`src/rtl/ad_ip_jesd204_tpl_dac_pkg.sv`:
```
// Shared constants for the JESD204 TPL DAC sample-source stage.
// Holds the source-select codes and the PN seed/tap constants.
package ad_ip_jesd204_tpl_dac_pkg;

  localparam logic [3:0] SEL_DDS  = 4'd0;
  localparam logic [3:0] SEL_PAT  = 4'd1;
  localparam logic [3:0] SEL_DMA  = 4'd2;
  localparam logic [3:0] SEL_ZERO = 4'd3;
  localparam logic [3:0] SEL_PN7  = 4'd4;
  localparam logic [3:0] SEL_PN15 = 4'd5;
  localparam logic [3:0] SEL_RAMP = 4'd11;

  // Both LFSRs start from all ones.
  localparam logic [6:0]  PN7_SEED  = 7'h7f;
  localparam logic [14:0] PN15_SEED = 15'h7fff;

  // Fibonacci tap masks: x^7+x^6+1 -> bits 6,5; x^15+x^14+1 -> bits 14,13.
  localparam logic [6:0]  PN7_TAPS  = 7'h60;
  localparam logic [14:0] PN15_TAPS = 15'h6000;

endpackage

```
`src/rtl/ad_ip_jesd204_tpl_dac_source_pn.sv`:
```
// Parallel Fibonacci LFSR for the PN7/PN15 test sources.
// Advances STEPS bits per enabled cycle; the bits of the current beat are
// presented combinationally on data_out, earliest bit at the MSB of each
// 16-bit sample, sample 0 in the low 16 bits.
// Ports: clk, rstn (async low), restart (reload seed this cycle),
//        enable (advance), data_out [STEPS-1:0].
module ad_ip_jesd204_tpl_dac_pn
  import ad_ip_jesd204_tpl_dac_pkg::*;
#(
  parameter int POLY_WIDTH = 7,
  parameter int STEPS      = 64
) (
  input  logic             clk,
  input  logic             rstn,
  input  logic             restart,
  input  logic             enable,
  output logic [STEPS-1:0] data_out
);

  localparam logic [15:0] TAPS_W = (POLY_WIDTH == 15) ? 16'(PN15_TAPS) : 16'(PN7_TAPS);
  localparam logic [15:0] SEED_W = (POLY_WIDTH == 15) ? 16'(PN15_SEED) : 16'(PN7_SEED);
  localparam logic [POLY_WIDTH-1:0] TAPS = TAPS_W[POLY_WIDTH-1:0];
  localparam logic [POLY_WIDTH-1:0] SEED = SEED_W[POLY_WIDTH-1:0];

  logic [POLY_WIDTH-1:0] state;
  logic [POLY_WIDTH-1:0] eff;
  logic [POLY_WIDTH-1:0] nxt;

  // A restart makes the seed the state for this very beat.
  always_comb begin
    eff      = restart ? SEED : state;
    nxt      = eff;
    data_out = '0;
    for (int i = 0; i < STEPS; i++) begin
      data_out[(i / 16) * 16 + 15 - (i % 16)] = nxt[POLY_WIDTH-1];
      nxt = {nxt[POLY_WIDTH-2:0], ^(nxt & TAPS)};
    end
  end

  always_ff @(posedge clk or negedge rstn) begin
    if (!rstn) state <= SEED;
    else       state <= enable ? nxt : eff;
  end

endmodule

```
`src/rtl/ad_ip_jesd204_tpl_dac_source.sv`:
```
// Per-channel DAC sample source: selects DDS, DMA, pattern, ramp, PN or
// zero into one registered beat of DATA_PATH_WIDTH 16-bit samples, and
// flags DMA underflow on dac_dunf aligned with the zero beat.
// Ports: link_clk/link_rstn (async low), dac_sync, dac_data_sel,
//        dac_pat_data_0/1, dds_data, dma_data, dma_valid -> dma_ready,
//        dac_data, dac_dunf.
// Build option: AD_IP_JESD204_TPL_DAC_PN_EN enables the PN7/PN15 sources;
// without it codes 4 and 5 produce zero.
module ad_ip_jesd204_tpl_dac_source
  import ad_ip_jesd204_tpl_dac_pkg::*;
#(
  parameter int DATA_PATH_WIDTH = 4
) (
  input  logic                          link_clk,
  input  logic                          link_rstn,
  input  logic                          dac_sync,
  input  logic [3:0]                    dac_data_sel,
  input  logic [15:0]                   dac_pat_data_0,
  input  logic [15:0]                   dac_pat_data_1,
  input  logic [16*DATA_PATH_WIDTH-1:0] dds_data,
  input  logic [16*DATA_PATH_WIDTH-1:0] dma_data,
  input  logic                          dma_valid,
  output logic                          dma_ready,
  output logic [16*DATA_PATH_WIDTH-1:0] dac_data,
  output logic                          dac_dunf
);

  localparam int DW = 16 * DATA_PATH_WIDTH;

  logic [3:0]    sel_d;
  logic          restart;
  logic [15:0]   base;
  logic [15:0]   base_eff;
  logic          ramp_en;
  logic          pat_phase;
  logic          phase_eff;
  logic          pat_en;
  logic [DW-1:0] ramp_data;
  logic [DW-1:0] pat_data;
  logic [DW-1:0] pn7_data;
  logic [DW-1:0] pn15_data;
  logic [DW-1:0] nxt_data;
  logic          nxt_dunf;

  assign dma_ready = (dac_data_sel == SEL_DMA) && !dac_sync && link_rstn;
  assign restart   = dac_sync || (dac_data_sel != sel_d);

  // Restarted generators emit their seed in the same cycle.
  assign ramp_en   = (dac_data_sel == SEL_RAMP) && !dac_sync;
  assign base_eff  = restart ? 16'd0 : base;
  assign pat_en    = (dac_data_sel == SEL_PAT) && !dac_sync;
  assign phase_eff = restart ? 1'b0 : pat_phase;

  for (genvar k = 0; k < DATA_PATH_WIDTH; k++) begin : g_smp
    localparam bit ODD = (k % 2) == 1;
    assign ramp_data[16*k +: 16] = base_eff + 16'(k);
    // phase_eff only toggles in the single-sample build, alternating beats.
    assign pat_data[16*k +: 16]  = (ODD ^ phase_eff) ? dac_pat_data_1 : dac_pat_data_0;
  end

`ifdef AD_IP_JESD204_TPL_DAC_PN_EN
  ad_ip_jesd204_tpl_dac_pn #(.POLY_WIDTH(7), .STEPS(DW)) i_pn7 (
    .clk      (link_clk),
    .rstn     (link_rstn),
    .restart  (restart),
    .enable   ((dac_data_sel == SEL_PN7) && !dac_sync),
    .data_out (pn7_data)
  );

  ad_ip_jesd204_tpl_dac_pn #(.POLY_WIDTH(15), .STEPS(DW)) i_pn15 (
    .clk      (link_clk),
    .rstn     (link_rstn),
    .restart  (restart),
    .enable   ((dac_data_sel == SEL_PN15) && !dac_sync),
    .data_out (pn15_data)
  );
`else
  assign pn7_data  = '0;
  assign pn15_data = '0;
`endif

  always_comb begin
    nxt_data = '0;
    nxt_dunf = 1'b0;
    if (!dac_sync) begin
      case (dac_data_sel)
        SEL_DDS:  nxt_data = dds_data;
        SEL_PAT:  nxt_data = pat_data;
        SEL_DMA: begin
          if (dma_valid) nxt_data = dma_data;
          else           nxt_dunf = 1'b1;
        end
        SEL_PN7:  nxt_data = pn7_data;
        SEL_PN15: nxt_data = pn15_data;
        SEL_RAMP: nxt_data = ramp_data;
        default:  nxt_data = '0;
      endcase
    end
  end

  always_ff @(posedge link_clk or negedge link_rstn) begin
    if (!link_rstn) begin
      sel_d     <= SEL_ZERO;
      base      <= 16'd0;
      pat_phase <= 1'b0;
      dac_data  <= '0;
      dac_dunf  <= 1'b0;
    end else begin
      sel_d     <= dac_data_sel;
      base      <= ramp_en ? base_eff + 16'(DATA_PATH_WIDTH) : base_eff;
      pat_phase <= (pat_en && (DATA_PATH_WIDTH == 1)) ? ~phase_eff : phase_eff;
      dac_data  <= nxt_data;
      dac_dunf  <= nxt_dunf;
    end
  end

endmodule

```
`config.mk`:
```
export PLATFORM = sky130hd
export DESIGN_NAME = ad_ip_jesd204_tpl_dac_source
export DESIGN_NICKNAME = d
export VERILOG_FILES = /design/src/rtl/ad_ip_jesd204_tpl_dac_pkg.sv /design/src/rtl/ad_ip_jesd204_tpl_dac_source_pn.sv /design/src/rtl/ad_ip_jesd204_tpl_dac_source.sv
export SDC_FILE = /design/constraint.sdc
export NUM_CORES = 1
export LEC_CHECK = 0
export BUFFER_PORTS_ARGS = -buffer_cell sky130_fd_sc_hd__buf_2
export CAP_MARGIN = 20
export CORE_MARGIN = 2
export CORE_UTILIZATION = 30
export CTS_BUF_LIST = sky130_fd_sc_hd__clkbuf_8
export DETAILED_ROUTE_END_ITERATION = 16
export GPL_TIMING_DRIVEN = 0
export PLACE_DENSITY = 0.67
export SLEW_MARGIN = 20
export SYNTH_ARGS = -nofsm -noshare
export SYNTH_HDL_FRONTEND = slang
export SYNTH_SLANG_ARGS = --single-unit
```
`constraint.sdc`:
```
create_clock -name link_clk -period 6 [get_ports link_clk]
set_input_delay 0.3 -clock link_clk [delete_from_list [all_inputs] [get_ports link_clk]]
set_output_delay 0.3 -clock link_clk [all_outputs]
set_load 0.02 [all_outputs]
```
==> results_dict.tcl, run 1 <==
set metrics [dict create \
    drc 0 \
    wl_per_cell_microns 22.9 \
    crit_type "input pin to flip-flop" \
    cts.sinks 86 \
    synth-seq-cells 86 \
    layout_common_cells "buf_2 (252), dfrtp_1 (84), a21oi_1 (45), a222oi_1 (42), clkbuf_1 (39)" \
    grt_pass1_vias 5808 \
    grt_setup_unrepaired "no" \
    required_ps 6250 \
    final_common_cell "buf_2" \
    report.final.hold_viol_count 0 \
    hpwl_mm 18.5 \
    setup_viol 0 \
    ir_drop_mv 0.102 \
    tns_ps 0 \
    grt_max_degree 45 \
    avgViaCountPerCell 5.87 \
    drv_cap 0 \
    ys_seq_area_frac 0.407 \
    grt_use_total 0.254 \
    min_period_over_period 0.612 \
    synth_nets 747 \
    drive_above_1_share 0.351 \
    path_buf_inv 6 \
    drt_iter0_drc 794 \
    start_util 0.307 \
    tightest_slew_ps 839 \
    cts_made_buffers 9 \
    synthCells 575 \
    rows 48 \
    syn_area_sq_mm 0.00529 \
    slew_headroom 0.435 \
    hold_class "input pin to flip-flop" \
    synth_edf_count 0 \
    num_vias 6173 \
    drt-pass1-iter-count 9 \
    postSynthAreaPerCell_sq_um 9.20 \
    p_leak_nw 3.25 \
    insertion_delay_ps 390 \
    clk_pin_slew_ps 100 \
    cts_hold_buf 1 \
    io_pins 234 \
    io_buffers 233 \
    cts_buffer_depth 2 \
    slowest_delay_ps 540 \
    final_nets 995 \
    p_total_w 0.00117 \
    cp-end-kind "flip-flop" \
    seq_area_sq_mm 0.00215 \
    critPathMaxFanout 9 \
    fp.coreArea_sq_mm 0.0172 \
    ant_nets 0 \
    synth_flop_cell "dfrtp_1" \
    cts_resized 0 \
    cpMaxStageDelayCell "dlygate4sd3_1" \
    fillers 1768 \
    crit_chain "dlygate4sd3_1 -> buf_2 -> buf_6 -> xnor2_4 -> and4_1 -> buf_2 -> nand3_1 -> inv_1 -> ha_1 -> clkbuf_1 -> nand4_1 -> nor4_1 -> xor2_1 -> a222oi_1 -> a21oi_1" \
    layout_setup_ws_ps 2330 \
    cts_setup_buffers 0 \
    htreeDepth 3 \
    synthDistinctLibCells 50 \
    skew_ps 17.3 \
    grt_overflow 0 \
    max_freq_ghz 0.272 \
    ys_warn_count 0 \
    place_area_sq_mm 0.00677 \
    globalplace.congestion 0.979 \
    path_common_cell "buf_2" \
    min_period_ps 3670 \
    dpl_worst_slack_ps 2610 \
    cts_tree "done" \
    multi_input_area_sq_mm 0.00280 \
    synth-async-reset-ratio 1.00 \
    syn2layout_area_growth_pct 31.9 \
    hold_slack_ps 28.5 \
    fp.dieH_microns 137 \
    slew_violations 0 \
    antenna_found_initial 1 \
    critPathLaunchType "input pin" \
    antenna_cells 0 \
    dieArea_sq_mm 0.0187 \
    fp.dieW_microns 137 \
    cp.arrival_ps 3920 \
    final_area_sq_mm 0.00698 \
    cts-root-buf "clkbuf_8" \
    p_per_area_mw_per_mm2 167 \
    grt_pass1_wl_mm 34.9 \
    drt_wl_total_mm 24.1 \
    status "finished clean" \
    critPathTopFamily "buffers and inverters" \
]
Yosys cell counts (all sizes together) (4+ instances only):
cell / count / area, sq um
a221oi: 4 / 35.0
nor2b: 4 / 25.0
a31oi: 18 / 113
or2: 4 / 25.0
ha: 4 / 50.1
a21o: 24 / 180
nand3: 37 / 185
buf: 27 / 156
nand4: 9 / 68.8
nand2: 21 / 78.8
xnor2: 25 / 260
nor4: 18 / 128
and3: 4 / 25.0
inv: 8 / 30.0
a21oi: 45 / 225
dfrtp: 84 / 2100
xor2: 24 / 210
a222oi: 42 / 420
clkbuf: 39 / 146
nor2: 38 / 145
a22oi: 18 / 135
o21ai: 36 / 180
nor3: 9 / 45.0
area by class of cell:
class / count / area share
plain buffers: 66 / 0.0434
repair buffers: 237 / 0.176
inverters: 8 / 0.00430
flip-flops and latches: 86 / 0.309
clock buffers: 9 / 0.0178
multi-input cells: 415 / 0.401
clock inverters: 6 / 0.00807
well taps: 225 / 0.0404
cell families after synthesis:
group / count (synthesis) / synth area share
xor+xnor: 49 / 0.0890
simple gates: 155 / 0.155
fa+ha+maj: 4 / 0.00947
flops: 86 / 0.407
buf+inv: 74 / 0.0629
compound gates: 203 / 0.269
mux: 4 / 0.00781
final timing paths:
kind	end	from	slack (ps)	depth (start not counted)
max in group asynchronous	dac_data[48]	link_rstn	4890	3
min in group asynchronous	dac_dunf	link_rstn	450	2
hold / removal	sel_d[3]	dac_data_sel[3]	30	1
setup reg to reg	dac_data[46]	sel_d[1]	2520	12
setup / recovery	dac_data[46]	dac_data_sel[1]	2330	15
hold reg to reg	dac_data[2]	base[2]	690	2
worst reg2reg max path: cells and delay by family (launching register included):
family	cells	cell delay, ps
fa+ha+maj	1	150
simple gates	4	1150
compound gates	2	470
xor+xnor	2	270
buf+inv	3	730
flops	1	580
flip-flops by register name (all words and copies together), names as in the netlist:
register	cells
sel_d	4
dac_data	64
pat_phase	1
dac_dunf	1
base	16
power breakdown:
group,internal (W),switching (W),leakage (nW)
logic,0.0000696,0.0000966,1.96
registers,0.000585,0.00000246,1.19
clock network,0.000187,0.000225,0.101
metal layers:
layer  wire [microns]  share of wire  up-vias  GRT usage
met1             9540           0.40     2949      0.334
met4              815          0.034        2     0.0978
met2            11300           0.47      458      0.404
met3             2480           0.10       70     0.0600
li1                 -              -     2694          -
met5               11        0.00046        -          0
through the flow:
step | cells | util
3_3_place_gp | 1033 | 0.391
3_5_place_dp | 1034 | 0.392
5_1_grt | 1052 | 0.405
4_1_cts | 1050 | 0.404
6_report | 1052 | 0.405
2_1_floorplan | 575 | -
Power figures use the tool's default switching activity.
==> run 2: changes to the inputs <==
- clock period: 6 -> 3.7 ns (I/O delays scaled with it)
==> run 2 against run 1 <==
Against the previous run:
- cell area is 0.47% higher
- via count down 1.1%
- core utilization rose by 0.19 points
- critical path type unchanged
- critical endpoint is now dac_data[59]
- highest routed layer unchanged
==> results_dict.tcl, run 2 (synthesized netlist as in run 1, its figures left out) <==
set metrics [dict create \
    cp-end-kind "flip-flop" \
    io_buffers 233 \
    grt_setup_unrepaired "no" \
    required_ps 3940 \
    fp.dieW_microns 137 \
    fp.dieH_microns 137 \
    start_util 0.307 \
    fp.coreArea_sq_mm 0.0172 \
    critPathLaunchType "input pin" \
    cts.sinks 86 \
    grt_overflow 0 \
    skew_ps 18.0 \
    avgViaCountPerCell 5.79 \
    fin_util 0.407 \
    largest-register "dac_data" \
    ir_drop_mv 0.163 \
    grt_pass1_vias 5832 \
    cts-root-buf "clkbuf_8" \
    largest_reg_flops 64 \
    hpwl_mm 18.5 \
    slew_headroom 0.433 \
    fillers 1762 \
    cp.arrival_ps 3670 \
    p_per_area_mw_per_mm2 270 \
    final_common_cell "buf_2" \
    setup_viol 0 \
    drt_wl_total_mm 24.1 \
    grt_pass1_wl_mm 34.9 \
    grt_max_degree 45 \
    final_nets 997 \
    clk_pin_slew_ps 90 \
    globalplace.congestion 0.979 \
    drv_cap 0 \
    htreeDepth 3 \
    tightest_slew_ps 839 \
    max_freq_ghz 0.291 \
    layout_common_cells "buf_2 (252), dfrtp_1 (84), a21oi_1 (45), a222oi_1 (42), clkbuf_1 (38)" \
    io_pins 234 \
    crit_type "input pin to flip-flop" \
    wl_per_cell_microns 22.9 \
    drc 0 \
    drt_iter0_drc 820 \
    syn2layout_area_growth_pct 32.5 \
    critPathMaxFanout 10 \
    top_regs "dac_data: 64 flops, base: 16 flops, sel_d: 4 flops" \
    drive_above_1_share 0.351 \
    hold_class "input pin to flip-flop" \
    antenna_found_initial 1 \
    slew_violations 0 \
    min_period_ps 3440 \
    num_vias 6104 \
    cts_tree "done" \
    insertion_delay_ps 390 \
    ant_nets 0 \
    p_leak_nw 3.26 \
    cts_buffer_depth 2 \
    rows 48 \
    drt-pass1-iter-count 8 \
    grt_use_total 0.255 \
    report.final.hold_viol_count 0 \
    dieArea_sq_mm 0.0187 \
    cts_made_buffers 9 \
    antenna_cells 0 \
    min_period_over_period 0.929 \
    status "finished clean" \
    tns_ps 0 \
]
## run 2: final cells by class
type / instances / area [sq um] / share of cell area
multi-input combinational: 415 / 2810 / 0.400
buffer: 65 / 299 / 0.0427
sequential: 86 / 2150 / 0.307
inverter: 8 / 30.0 / 0.00428
clock buffer: 9 / 124 / 0.0177
tap: 225 / 282 / 0.0402
clock inverter: 6 / 56.3 / 0.00803
timing repair buffer: 240 / 1260 / 0.179
## run 2: final timing paths
kind,slack (ps),end,cells after the start,startpoint
max in group asynchronous,2700,dac_data[48],3,link_rstn
min in group asynchronous,350,dac_dunf,2,link_rstn
max reg2reg,360,dac_data[59],11,sel_d[1]
max,260,dac_data[59],14,dac_data_sel[3]
min reg2reg,700,dac_data[2],2,base[2]
min,100,dac_data[9],3,dac_pat_data_1[9]
## run 2: report_power, final
part / switching [W] / internal [W] / total (W) / leakage, nW
registers: 0.00000399 / 0.000948 / 0.000952 / 1.19
clock network: 0.000363 / 0.000303 / 0.000666 / 0.101
logic: 0.000158 / 0.000115 / 0.000273 / 1.97
total: 0.000525 / 0.00137 / 0.00189 / 3.26
## run 2: worst max-delay path, cell delays in order
cell	delay, ps
dlygate4sd3_1	530
buf_2	130
buf_2	180
xnor2_2	170
nand4_2	230
buf_6	220
nor2_1	180
nand2_1	150
ha_1	240
a22oi_1	560
nor2_1	250
and4_1	260
o21ai_0	270
a31oi_1	130
## run 2: stage by stage
stage,hold WS [ps],std cells,power (W),setup slack [ps],area (sq um)
after floorplan,-111,575,0.00107,987,5290
after global placement,305,1033,0.00123,392,6740
after detailed placement,238,1034,0.00123,375,6770
after CTS,84.0,1055,0.00189,265,7010
after global routing,115,1054,0.00196,72.9,7010
final,103,1054,0.00189,261,7010
## run 2: repair_timing
action,in CTS,in global routing
endpoints found under the hold margin,45,0
setup endpoints to repair,0,3
gates resized for setup,0,1
hold buffers,6,0
buffers inserted,0,0
## run 2: routing by layer
layer,GRT usage,routed length (microns),up-vias
met5,0,11,-
met4,0.0984,824,2
met3,0.0600,2520,73
met2,0.403,11300,445
met1,0.337,9480,2895
li1,-,-,2689
